## config.mk

```make
export PLATFORM = sky130hd
export DESIGN_NAME = uart_rx_fifo_flat
export DESIGN_NICKNAME = d
export VERILOG_FILES = /design/src/rtl/uart_rx_fifo_if.sv /design/src/rtl/uart_rx_fifo.sv /design/src/flat_wrapper.sv
export SDC_FILE = /design/constraint.sdc
export NUM_CORES = 1
export LEC_CHECK = 0
export BUFFER_PORTS_ARGS = -buffer_cell sky130_fd_sc_hd__clkbuf_2
export CELL_PAD_IN_SITES_DETAIL_PLACEMENT = 0
export CELL_PAD_IN_SITES_GLOBAL_PLACEMENT = 1
export CORE_MARGIN = 4
export CORE_UTILIZATION = 52
export CTS_CLUSTER_DIAMETER = 150
export DETAILED_ROUTE_END_ITERATION = 10
export PLACE_DENSITY = 0.85
export SYNTH_ARGS = -nofsm -noshare
export SYNTH_HDL_FRONTEND = slang
export SYNTH_SLANG_ARGS = --single-unit
```

## constraint.sdc

```tcl
create_clock -name Clock -period 3.25 [get_ports Clock]
set_input_delay 0.325 -clock Clock [delete_from_list [all_inputs] [get_ports Clock]]
set_output_delay 0.325 -clock Clock [all_outputs]
set_load 0.01 [all_outputs]
```

## src/rtl/uart_rx_fifo_if.sv

```systemverilog
`default_nettype none
// ============================================================================
// Module   : uart_rx_fifo_if
// Purpose  : Bundles the receiver-side inputs and the host read/status port
//            of uart_rx_fifo.
// Ports    : slave  - the FIFO side (consumes RxData/RxDone/RxError/RdEn/
//                     ClearFlags, drives RdData/RdValid and status)
//            master - the driver side (receiver model plus host)
// Revision : 1.0 - initial release
// ============================================================================
interface uart_rx_fifo_if #(
  parameter int ADDR_W   = 4,
  parameter int ERRCNT_W = 8
);
  logic [7:0]          RxData;
  logic                RxDone;
  logic                RxError;
  logic                RdEn;
  logic                ClearFlags;
  logic [7:0]          RdData;
  logic                RdValid;
  logic                Empty;
  logic                Full;
  logic [ADDR_W:0]     Count;
  logic                Overflow;
  logic                Underflow;
  logic                ErrFlag;
  logic [ERRCNT_W-1:0] ErrCnt;

  modport slave (
    input  RxData, RxDone, RxError, RdEn, ClearFlags,
    output RdData, RdValid, Empty, Full, Count,
           Overflow, Underflow, ErrFlag, ErrCnt
  );

  modport master (
    output RxData, RxDone, RxError, RdEn, ClearFlags,
    input  RdData, RdValid, Empty, Full, Count,
           Overflow, Underflow, ErrFlag, ErrCnt
  );
endinterface
`default_nettype wire

```

## src/rtl/uart_rx_fifo.sv

```systemverilog
`default_nettype none
// ============================================================================
// Module   : uart_rx_fifo
// Purpose  : Receives completed UART bytes from the RecClock domain,
//            synchronises RxDone/RxError into Clock, stores bytes in a
//            2**ADDR_W entry FIFO and presents a registered read port with
//            occupancy, sticky error flags and a saturating error counter.
// Ports    : Clock - system clock
//            Reset - asynchronous, active-low reset
//            bus   - uart_rx_fifo_if.slave (RxData, RxDone, RxError, RdEn,
//                    ClearFlags in; RdData, RdValid, Empty, Full, Count,
//                    Overflow, Underflow, ErrFlag, ErrCnt out)
// Revision : 1.0 - initial release
// ============================================================================
module uart_rx_fifo #(
  parameter int ADDR_W   = 4,
  parameter int ERRCNT_W = 8
) (
  input  wire logic          Clock,
  input  wire logic          Reset,
  uart_rx_fifo_if.slave      bus
);

  localparam int DEPTH = 2 ** ADDR_W;
  localparam logic [ADDR_W:0] c_depthCount = (ADDR_W + 1)'(DEPTH);

  logic [7:0]          r_mem [DEPTH];
  logic [ADDR_W-1:0]   r_wrPtr;
  logic [ADDR_W-1:0]   r_rdPtr;
  logic [ADDR_W:0]     r_count;
  logic [7:0]          r_rdData;
  logic                r_rdValid;
  logic                r_overflow;
  logic                r_underflow;
  logic                r_errFlag;
  logic [ERRCNT_W-1:0] r_errCnt;
  logic                r_d1, r_d2, r_d3;
  logic                r_e1, r_e2, r_e3;
  logic [1:0]          r_armCnt;

  logic w_armed;
  logic w_push;
  logic w_errEvt;
  logic w_empty;
  logic w_full;
  logic w_pop;
  logic w_write;

  // Edges seen before the synchroniser has filled with post-reset samples
  // are ignored, so a level already high at release is never captured.
  assign w_armed  = &r_armCnt;
  assign w_push   = w_armed & r_d2 & ~r_d3;
  assign w_errEvt = w_armed & r_e2 & ~r_e3;
  assign w_empty  = (r_count == '0);
  assign w_full   = (r_count == c_depthCount);
  // No fall-through: a read against an empty FIFO is refused even if a
  // byte is being written in the same cycle.
  assign w_pop    = bus.RdEn & ~w_empty;
  // When full, a simultaneous pop frees the slot the write lands in.
  assign w_write  = w_push & (~w_full | w_pop);

  // Storage is left unreset so it maps onto plain RAM.
  always_ff @(posedge Clock) begin
    if (w_write) begin
      r_mem[r_wrPtr] <= bus.RxData;
    end
  end

  always_ff @(posedge Clock or negedge Reset) begin
    if (!Reset) begin
      r_d1        <= 1'b0;
      r_d2        <= 1'b0;
      r_d3        <= 1'b0;
      r_e1        <= 1'b0;
      r_e2        <= 1'b0;
      r_e3        <= 1'b0;
      r_armCnt    <= 2'd0;
      r_wrPtr     <= '0;
      r_rdPtr     <= '0;
      r_count     <= '0;
      r_rdData    <= 8'h00;
      r_rdValid   <= 1'b0;
      r_overflow  <= 1'b0;
      r_underflow <= 1'b0;
      r_errFlag   <= 1'b0;
      r_errCnt    <= '0;
    end else begin
      r_d1 <= bus.RxDone;
      r_d2 <= r_d1;
      r_d3 <= r_d2;
      r_e1 <= bus.RxError;
      r_e2 <= r_e1;
      r_e3 <= r_e2;

      if (r_armCnt != 2'd3) begin
        r_armCnt <= r_armCnt + 2'd1;
      end

      if (w_write) begin
        r_wrPtr <= r_wrPtr + ADDR_W'(1);
      end

      if (w_pop) begin
        r_rdPtr  <= r_rdPtr + ADDR_W'(1);
        r_rdData <= r_mem[r_rdPtr];
      end
      r_rdValid <= w_pop;

      case ({w_write, w_pop})
        2'b10:   r_count <= r_count + (ADDR_W + 1)'(1);
        2'b01:   r_count <= r_count - (ADDR_W + 1)'(1);
        default: r_count <= r_count;
      endcase

      // Set events take priority over ClearFlags in the same cycle.
      if (w_push & ~w_write) begin
        r_overflow <= 1'b1;
      end else if (bus.ClearFlags) begin
        r_overflow <= 1'b0;
      end

      if (bus.RdEn & w_empty) begin
        r_underflow <= 1'b1;
      end else if (bus.ClearFlags) begin
        r_underflow <= 1'b0;
      end

      if (w_errEvt) begin
        r_errFlag <= 1'b1;
        if (bus.ClearFlags) begin
          r_errCnt <= ERRCNT_W'(1);
        end else if (r_errCnt != '1) begin
          r_errCnt <= r_errCnt + ERRCNT_W'(1);
        end
      end else if (bus.ClearFlags) begin
        r_errFlag <= 1'b0;
        r_errCnt  <= '0;
      end
    end
  end

  assign bus.RdData    = r_rdData;
  assign bus.RdValid   = r_rdValid;
  assign bus.Empty     = w_empty;
  assign bus.Full      = w_full;
  assign bus.Count     = r_count;
  assign bus.Overflow  = r_overflow;
  assign bus.Underflow = r_underflow;
  assign bus.ErrFlag   = r_errFlag;
  assign bus.ErrCnt    = r_errCnt;

endmodule
`default_nettype wire

```

## src/flat_wrapper.sv

```systemverilog
// flat-port wrapper written by rule: the top's interface ports become plain ports
module uart_rx_fifo_flat 
#(
  parameter int ADDR_W   = 4,
  parameter int ERRCNT_W = 8
)
  (Clock, Reset, bus_RxData, bus_RxDone, bus_RxError, bus_RdEn, bus_ClearFlags, bus_RdData, bus_RdValid, bus_Empty, bus_Full, bus_Count, bus_Overflow, bus_Underflow, bus_ErrFlag, bus_ErrCnt);
  uart_rx_fifo_if #(.ADDR_W(ADDR_W), .ERRCNT_W(ERRCNT_W)) bus_i ();
  input  wire logic Clock;
  input  wire logic Reset;
  input wire logic [$bits(bus_i.RxData)-1:0] bus_RxData;
  input wire logic [$bits(bus_i.RxDone)-1:0] bus_RxDone;
  input wire logic [$bits(bus_i.RxError)-1:0] bus_RxError;
  input wire logic [$bits(bus_i.RdEn)-1:0] bus_RdEn;
  input wire logic [$bits(bus_i.ClearFlags)-1:0] bus_ClearFlags;
  output wire logic [$bits(bus_i.RdData)-1:0] bus_RdData;
  output wire logic [$bits(bus_i.RdValid)-1:0] bus_RdValid;
  output wire logic [$bits(bus_i.Empty)-1:0] bus_Empty;
  output wire logic [$bits(bus_i.Full)-1:0] bus_Full;
  output wire logic [$bits(bus_i.Count)-1:0] bus_Count;
  output wire logic [$bits(bus_i.Overflow)-1:0] bus_Overflow;
  output wire logic [$bits(bus_i.Underflow)-1:0] bus_Underflow;
  output wire logic [$bits(bus_i.ErrFlag)-1:0] bus_ErrFlag;
  output wire logic [$bits(bus_i.ErrCnt)-1:0] bus_ErrCnt;
  assign bus_i.RxData = bus_RxData;
  assign bus_i.RxDone = bus_RxDone;
  assign bus_i.RxError = bus_RxError;
  assign bus_i.RdEn = bus_RdEn;
  assign bus_i.ClearFlags = bus_ClearFlags;
  assign bus_RdData = bus_i.RdData;
  assign bus_RdValid = bus_i.RdValid;
  assign bus_Empty = bus_i.Empty;
  assign bus_Full = bus_i.Full;
  assign bus_Count = bus_i.Count;
  assign bus_Overflow = bus_i.Overflow;
  assign bus_Underflow = bus_i.Underflow;
  assign bus_ErrFlag = bus_i.ErrFlag;
  assign bus_ErrCnt = bus_i.ErrCnt;
  uart_rx_fifo #(.ADDR_W(ADDR_W), .ERRCNT_W(ERRCNT_W)) u_core (.Clock(Clock), .Reset(Reset), .bus(bus_i));
endmodule
```

# After elaboration in Yosys (flattened, before gate mapping)
# Memories as Yosys holds them, arrays and structs flattened. A register that Yosys moved wholly into a read port is not among the register bits.
# Index checks and enable logic that the tools add are counted.
[classes]
addsub = 6
multipliers = 0
div_mod_pow = 0
magnitude_cmp = 0
eq_ne = 5
n_shift = 0
mux = 11
bitwise_logic = 14
reduce_logical = 9
[ops]
columns = ["op", "n"]
rows = [
  ["$mux W8", 4],
  ["$pmux W5 S2", 1],
  ["$reduce_bool A2 Y1", 5],
  ["$add A4 B1 Y4 const B", 2],
  ["$add A8 B1 Y8 const B", 1],
  ["$and A1 B1 Y1", 8],
  ["$ne A8 B8 Y1 const B", 1],
  ["$mux W1", 6],
  ["$add A5 B1 Y5 const B", 1],
  ["$eq A5 B5 Y1 const B", 1],
  ["$logic_not A5 Y1", 1],
  ["$not A1 Y1", 5],
  ["$sub A5 B1 Y5 const B", 1],
  ["$reduce_and A2 Y1", 2],
  ["$add A2 B1 Y2 const B", 1],
  ["$eq A2 B1 Y1 const B", 1],
  ["$eq A2 B2 Y1 const B", 1],
  ["$ne A2 B2 Y1 const B", 1],
  ["$logic_not A1 Y1", 1],
  ["$or A1 B1 Y1", 1],
]
[totals]
ff_bits = 33
latch_bits = 0
mem_bits_rw = 128
mem_bits_ro = 0
input_bits = 14
output_inout_bits = 27
word_cells = 61
memories = 1
[mem_list]
columns = ["memory", "words", "word_bits", "rd", "rd_clocked_by_memory_dff", "write_ports", "line", "source"]
rows = [
  ["u_core.r_mem", 16, 8, 1, 1, 1, "uart_rx_fifo.sv:27", "logic [7:0] r_mem [DEPTH];"],
]

# Logic depth before layout (Yosys ltp)
# Gate-level depths: netlist of the first run.
[depth]
ltp_word = 8
depth_mapped = 10
ltp_nobuf = 8

# Worst setup path before layout of the first run
# Ideal clock, no wire load.
[synth_timing]
path_kind = "register -> register"
start = "register u_core.r_count[0] (netlist: u_core.bus.Count[0])"
end = "register u_core.r_count[4] (netlist: u_core.bus.Count[4])"
setup_time_ps = 87
arrival_ps = 2864
slack_ps = 298
path_stages_with_launch = 11
period_less_slack_ps = 2952
path_cell_list = "dfrtp_1 -> or4_1 -> buf_2 -> o21ai_4 -> buf_2 -> nor2_1 -> fa_1 -> a21o_1 -> a21oi_1 -> mux2_2 -> o211ai_1"
[synth_between]
elab_chain_cells = 7
[synth_rtl]
columns = ["element", "line", "source"]
rows = [
  ["start, declared", "uart_rx_fifo.sv:30", "logic [ADDR_W:0] r_count;"],
  ["start signal, assigned", "uart_rx_fifo.sv:110", "2'b10: r_count <= r_count + (ADDR_W + 1)'(1);"],
  ["start signal, assigned", "uart_rx_fifo.sv:111", "2'b01: r_count <= r_count - (ADDR_W + 1)'(1);"],
  ["start signal, assigned", "uart_rx_fifo.sv:112", "default: r_count <= r_count;"],
  ["$logic_not A5 Y1", "uart_rx_fifo.sv:54", "assign w_empty = (r_count == '0);"],
  ["$not A1 Y1", "uart_rx_fifo.sv:58", "assign w_pop = bus.RdEn & ~w_empty;"],
  ["$and A1 B1 Y1", "uart_rx_fifo.sv:58", ""],
  ["$or A1 B1 Y1", "uart_rx_fifo.sv:60", "assign w_write = w_push & (~w_full | w_pop);"],
  ["$and A1 B1 Y1", "uart_rx_fifo.sv:60", ""],
  ["$eq A2 B1 Y1 / $eq A2 B2 Y1 (equally long branches)", "uart_rx_fifo.sv:109", "case ({w_write, w_pop})"],
  ["$pmux W5 S2 / $reduce_bool A2 Y1 (equally long branches)", "--", ""],
]
# Several ways; a longest one is shown, not always the timed one.
# A chain may end at the register's enable or synchronous reset.

# Worst setup path in the final report of the first run
# Same ends and word-level chain as after synthesis.

==> results of run 1 <==
## per-layer routing
layer  up-vias  routed length (um)
met1      1839                5350
met4         0                 148
met3        18                 773
met2       110                6730
met5         -                   0
li1       1614                   -
## path summary, 6_finish.rpt
check                                       endpoint  slack, ps  cells past startpoint
worst min register to register           u_core.r_e2        350                      0
max in group asynchronous        u_core.bus.Count[1]       2350                      3
worst max-delay path             u_core.bus.Count[4]        260                      8
min in group asynchronous          u_core.r_wrPtr[1]        520                      3
worst max register to register   u_core.bus.Count[4]        260                      8
worst min-delay path            u_core.bus.ErrCnt[6]        190                      2
## area by class of cell
| type | count | area share |
|---|---|---|
| Clock buffer | 17 | 0.0535 |
| Clock inverter | 15 | 0.0236 |
| Inverter | 7 | 0.00331 |
| Multi-Input combinational cell | 183 | 0.229 |
| Sequential cell | 169 | 0.613 |
| Tap cell | 172 | 0.0271 |
| Timing Repair Buffer | 66 | 0.0507 |
## through the flow
| stage | worst slack, ps | cells | hold slack [ps] | power, W | area (sq um) |
|---|---|---|---|---|---|
| finish | 257 | 629 | 189 | 0.00646 | 7950 |
| global route | 137 | 629 | 187 | 0.00677 | 7950 |
| CTS | 255 | 629 | 174 | 0.00652 | 7950 |
| detailed placement | 327 | 594 | 336 | 0.00444 | 7300 |
| global placement | 433 | 594 | 338 | 0.00438 | 7300 |
| floorplan | 298 | 376 | 29.4 | 0.00393 | 6790 |
## logic make-up after synthesis
| logic type | Yosys count | synth area share |
|---|---|---|
| AO/OA/AOI/OAI | 31 | 0.0352 |
| adder cells (fa/ha/maj) | 11 | 0.0214 |
| AND/OR/NAND/NOR | 72 | 0.0500 |
| multiplexers | 57 | 0.146 |
| flip-flops | 169 | 0.717 |
| buffers and inverters | 24 | 0.0147 |
| XOR/XNOR | 12 | 0.0155 |
## registers in the layout (all words and copies together) (netlist names)
register	cells
u_core.bus.RdValid	1
u_core.r_wrPtr	4
u_core.r_d1	1
u_core.r_d2	1
u_core.bus.ErrCnt	8
u_core.r_e1	1
u_core.bus.ErrFlag	1
u_core.bus.Underflow	1
u_core.r_e2	1
u_core.r_armCnt	2
u_core.r_d3	1
u_core.r_mem	128
u_core.r_e3	1
u_core.bus.Count	5
u_core.r_rdPtr	4
u_core.bus.RdData	8
u_core.bus.Overflow	1
## worst max-delay path: stages, from the launching register on
cell,delay (ps)
dfrtp_1,450
or4_1,680
o21ai_4,190
nor2_1,120
fa_1,440
a21o_1,220
a21oi_1,250
mux2_2,370
o211ai_1,180
## layout by cell type (no fill, tap or decap), types with 2 or more instances in the layout
| cell type | synthesis | routed |
|---|---|---|
| a21o_1 | 3 | 3 |
| a21oi_1 | 4 | 4 |
| a31oi_1 | 2 | 2 |
| and2_1 | 2 | 2 |
| and3b_1 | 2 | 2 |
| buf_4 | 0 | 23 |
| bufinv_16 | 0 | 3 |
| clkbuf_16 | 0 | 17 |
| clkbuf_2 | 0 | 40 |
| clkinv_1 | 0 | 2 |
| clkinv_4 | 0 | 2 |
| dfrtp_1 | 41 | 41 |
| dlygate4sd3_1 | 0 | 3 |
| edfxtp_1 | 128 | 128 |
| ha_1 | 10 | 10 |
| inv_1 | 6 | 6 |
| inv_6 | 0 | 3 |
| inv_8 | 0 | 3 |
| mux2_2 | 5 | 5 |
| mux2i_1 | 19 | 19 |
| mux4_2 | 32 | 32 |
| nand2_1 | 23 | 23 |
| nand2b_1 | 3 | 3 |
| nand3_1 | 4 | 4 |
| nand3b_1 | 2 | 2 |
| nand4_1 | 3 | 3 |
| nor2_1 | 21 | 21 |
| nor3_1 | 5 | 5 |
| nor4_1 | 2 | 2 |
| o211ai_1 | 3 | 3 |
| o21ai_0 | 4 | 4 |
| o221ai_1 | 7 | 7 |
| or4_1 | 2 | 2 |
| xnor2_1 | 9 | 9 |
| xor2_1 | 3 | 3 |
## power breakdown
group / switching (W) / internal [W] / leakage [nW]
Sequential: 0.000231 / 0.00256 / 1.65
Combinational: 0.000814 / 0.000799 / 0.952
Clock: 0.000835 / 0.00123 / 0.299
## repair_timing
item,4_1_cts,5_1_grt
hold buffers,3,0
endpoints found under the setup margin,0,0
endpoints found under the hold margin,43,0
==> run metrics, run 1 <==
vias per std cell around 5.7; clk root buf clkbuf_16; # port buffers 40; Static Leak 2.91 nW; CTS Sinks 169; full die area roughly 0.015 sq mm; reg2reg start u_core.bus.Count[0]; top_reg_cell synth edfxtp_1; Via Count 3581; CP Capture Type flop; post-synth top area share 0.566; clk buf depth 2; asr flop ratio synth 0.243; setup TNS 0 ps; largest net degree at the start of global routing 42; GRT met3 Usage 0.0502; sequential fraction of the synthesis area 0.717; Final Skew slightly below 8 ps; CP Class flop to flop; vias in the first global route 3685; Hold Startpoint bus_ClearFlags; global-route wire length before repair 20500 um; share of cells above drive strength 1 0.293; count leader, synth edfxtp_1; Final Util 0.625; final WL roughly 13000 um; max_slew headroom 0.439; Die Ht approximately 120 um; row count just over 40; setup violators final 0; fin crit period 2990 ps; number of fill cells in the layout 917; PD cells 813 mW/mm^2; Hold Path Class primary input to flop; DR iter-0 viols around 260; Num CTS Buffers 17; Post-synth top cells edfxtp_1, dfrtp_1, mux4_2; CP arrival 3320 ps; Mapped Area 0.00679 sq mm; Worst-path clk slew 60 ps; Setup crit start kind flop; Area growth, synth to finish 17.1%; CTS tree yes; Placer Congestion 0.780; antenna viol nets, final 0; Initial Util 0.534; Synth area leader edfxtp_1; Mapped Avg Cell Area 18.1 sq um; Setup Fix Bufs, Post-CTS 0; antenna violations before repair 0; die width 122 um; beginning of the critical path u_core.bus.Count[0]; Max FO, Critical Path 6; CP Data Required Time 3580 ps; met2 Use GR 0.314; RSZ-0062 raised after global routing false; fin crit share 0.921; number of placed I/O pins 41; Worst Max-Slew Pin Slew 838 ps; grt total ovfl 0; largest cells by area after synthesis edfxtp_1, dfrtp_1, mux4_2, mux2i_1, ha_1; total of warnings raised by yosys 0; status finished clean; Residual DRC 0; H-tree levels 4; Most Crowded Layer GR met2; Syn Nets 401; Max Slew Vio Count 0; Max Clk Rate 334 MHz; FF+latch area between 0.004 and 0.005 sq mm; Worst IR Drop VDD roughly 0.39 mV; number of flops mapped to enable cells by yosys ~130; global-route met1 utilization 0.247; Routed WL per cell roughly 21 um; Yosys reg bits between 150 and 200; antenna cells 0; core area 0.0127 sq mm; Detail Placement HPWL 8370 um; clk_lat worst skew 420 ps; post-cts resize count 0; Final nets 469; MaxCap Viol Count 0; Pre-antenna DRT Iters 4; post-synthesis cell count 376; GRT Util Overall 0.190; Final Hold Viols 0; Multi-input gate area 0.00182 sq mm; distinct cell type count after synthesis between 40 and 50
Power figures use the tool's default switching activity.
==> inputs of run 2 (changes only) <==
--- a/config.mk
+++ b/config.mk
@@ -8,6 +8,7 @@
 export BUFFER_PORTS_ARGS = -buffer_cell sky130_fd_sc_hd__clkbuf_2
 export CELL_PAD_IN_SITES_DETAIL_PLACEMENT = 0
 export CELL_PAD_IN_SITES_GLOBAL_PLACEMENT = 1
+export CORE_ASPECT_RATIO = 1.5
 export CORE_MARGIN = 4
 export CORE_UTILIZATION = 52
 export CTS_CLUSTER_DIAMETER = 150
==> run metrics, run 2 (same netlist as run 1, synthesis figures left out) <==
final WL 13100 um (was 13000 um); Cell Int Power 0.00465 W (was 0.00458 W); dpl ws 330 ps (was 327 ps); # port buffers 40 (unchanged); leading cell type in the layout, fill and taps excluded edfxtp_1 (unchanged); Seq pwr share 0.420 (was 0.431); Area growth, synth to finish 16.4% (was 17.1%); core area 0.0126 sq mm (was 0.0127 sq mm); fin crit period 2910 ps (was 2990 ps); Via Count 3557 (was 3581); Final Hold Viols 0 (unchanged); cts hold-fix bufs 0 (was 3); row count 50 (was 41); Hold Path Class primary input to flop (unchanged); full die area 0.0150 sq mm (was 0.0149 sq mm); Setup crit start kind flop (unchanged); setup violators final 0 (unchanged); Pre-antenna DRT Iters 4 (unchanged); Slowest-stage cell, CP or4_1 (unchanged); Most flops, register u_core.r_mem (unchanged); Final nets 464 (was 469); Max Slew Vio Count 0 (unchanged); CP Data Required Time 3590 ps (was 3580 ps); cell count along the critical path 8 (unchanged); clk buf depth 2 (unchanged); most frequent cells in the layout edfxtp_1, dfrtp_1, clkbuf_2 (unchanged); antenna viol nets, final 0 (unchanged); Worst IR Drop VDD 0.337 mV (was 0.388 mV); Hold Startpoint bus_RxError (was bus_ClearFlags); CTS tree yes (unchanged); Placer Congestion 0.868 (was 0.780); reg2reg start u_core.bus.Count[0] (unchanged); number of placed I/O pins 41 (unchanged); H-tree levels 4 (unchanged); Routed WL per cell 21.6 um (was 20.7 um); Worst Path Buf+Inv 0 (unchanged); largest net degree at the start of global routing 42 (unchanged); max reg flops 128 (unchanged); share of cells above drive strength 1 0.290 (was 0.293); Static Leak 2.89 nW (was 2.91 nW); fin worst setup slack 339 ps (was 257 ps); setup TNS 0 ps (unchanged); CTS Sinks 169 (unchanged); Clock power frac 0.327 (was 0.319); vias per std cell 5.85 (was 5.69); RSZ-0062 raised after global routing false (unchanged); antenna violations before repair 0 (unchanged); max_slew headroom 0.311 (was 0.439); Detail Placement HPWL 8400 um (was 8370 um); Setup Fix Bufs, Post-CTS 0 (unchanged); Worst-path clk slew 60 ps (about the same); Max FO, Critical Path 6 (unchanged); grt total ovfl 0 (unchanged); Comb pwr share 0.253 (was 0.250); Initial Util 0.537 (was 0.534); global-route wire length before repair 20700 um (was 20500 um); CP top delay family simple AND/OR/NAND/NOR gates (was compound AO/OA/AOI/OAI gates); antenna cells 0 (unchanged); worst reg2reg path endpoint u_core.bus.Count[4] (unchanged); PD cells 823 mW/mm^2 (was 813 mW/mm^2); CP arrival 3250 ps (was 3320 ps); die width 101 um (was 122 um); Residual DRC 0 (unchanged); post-cts resize count 0 (unchanged); Worst Hold End u_core.r_e1 (was u_core.bus.ErrCnt[6]); Cell Chain, Critical Path or4_1 > o21ai_4 > nor2_1 > fa_1 > a21o_1 > a21oi_1 > mux2_2 > o211ai_1 (unchanged); beginning of the critical path u_core.bus.Count[0] (unchanged); Worst Max-Slew Pin Slew 1030 ps (was 838 ps); Worst R2R Setup Slack 340 ps (was 260 ps); CP peak stage delay 690 ps (was 680 ps); fin crit share 0.896 (was 0.921); vias in the first global route 3729 (was 3685); Num CTS Buffers 17 (unchanged); clk_lat worst skew 420 ps (about the same); hold path cells 1 (was 2); DR iter-0 viols 195 (was 258); worst reg2reg path depth 8 (unchanged); MaxCap Viol Count 0 (unchanged); CP Class flop to flop (unchanged); GRT Util Overall 0.190 (about the same); P_sw 0.00186 W (was 0.00188 W); Net Sw Frac 0.286 (was 0.291); clk root buf clkbuf_16 (unchanged); number of fill cells in the layout 909 (was 917); Final Skew 10.1 ps (was 7.68 ps); CP Capture Type flop (unchanged); Die Ht 148 um (was 122 um); Max Clk Rate 344 MHz (was 334 MHz); status finished clean (unchanged)
run 2: changes by cell type in the layout (fill, tap and decap cells not counted), sizes merged:
cell,change
buf,-3
bufinv,+1
clkbuf,+2
clkinv,-2
clkinvlp,+1
dlygate4sd3,-2
inv,-2
run 2: final cells by class:
cell class,instances,area (sq um),share of cell area
Sequential cell,169,4870,0.616
Multi-Input combinational cell,183,1820,0.230
Clock buffer,19,443,0.0560
Timing Repair Buffer,61,360,0.0456
Tap cell,156,195,0.0247
Clock inverter,13,191,0.0242
Inverter,7,26.3,0.00332
run 2: power groups by stage:
| stage | clock network, W | registers (W) | logic [W] |
|---|---|---|---|
| 5_1_grt | 0.00226 | 0.00276 | 0.00178 |
| 3_3_place_gp | 0 | 0.00276 | 0.00161 |
| 3_5_place_dp | 0 | 0.00277 | 0.00166 |
| 6_report | 0.00213 | 0.00273 | 0.00165 |
| 4_1_cts | 0.00217 | 0.00273 | 0.00167 |
| 2_1_floorplan | 0 | 0.00275 | 0.00119 |
run 2: layer usage:
metal  GRT usage  part of all wire
met1       0.222              0.36
met2       0.323              0.55
met3      0.0439             0.053
met4      0.0978             0.040
met5           0                 0
run 2: worst max-delay path by stage:
stage	to	slack [ps]
3_5_place_dp	u_core.bus.Count[4]	330
6_report	u_core.bus.Count[4]	340
3_3_place_gp	u_core.bus.Count[4]	440
5_1_grt	u_core.bus.Count[4]	210
4_1_cts	u_core.bus.Count[4]	330
2_1_floorplan	u_core.bus.Count[4]	300
run 2: per-stage QoR:
stage	area [sq um]	util	hold slack, ps	instances	power [W]
after detailed placement	7260	0.574	335	575	0.00444
final	7900	0.625	12.5	608	0.00651
after global placement	7260	0.574	344	575	0.00437
after floorplan	6790	-	29.4	376	0.00393
after CTS	7890	0.625	0.0668	607	0.00658
after global routing	7900	0.625	5.61	608	0.00681
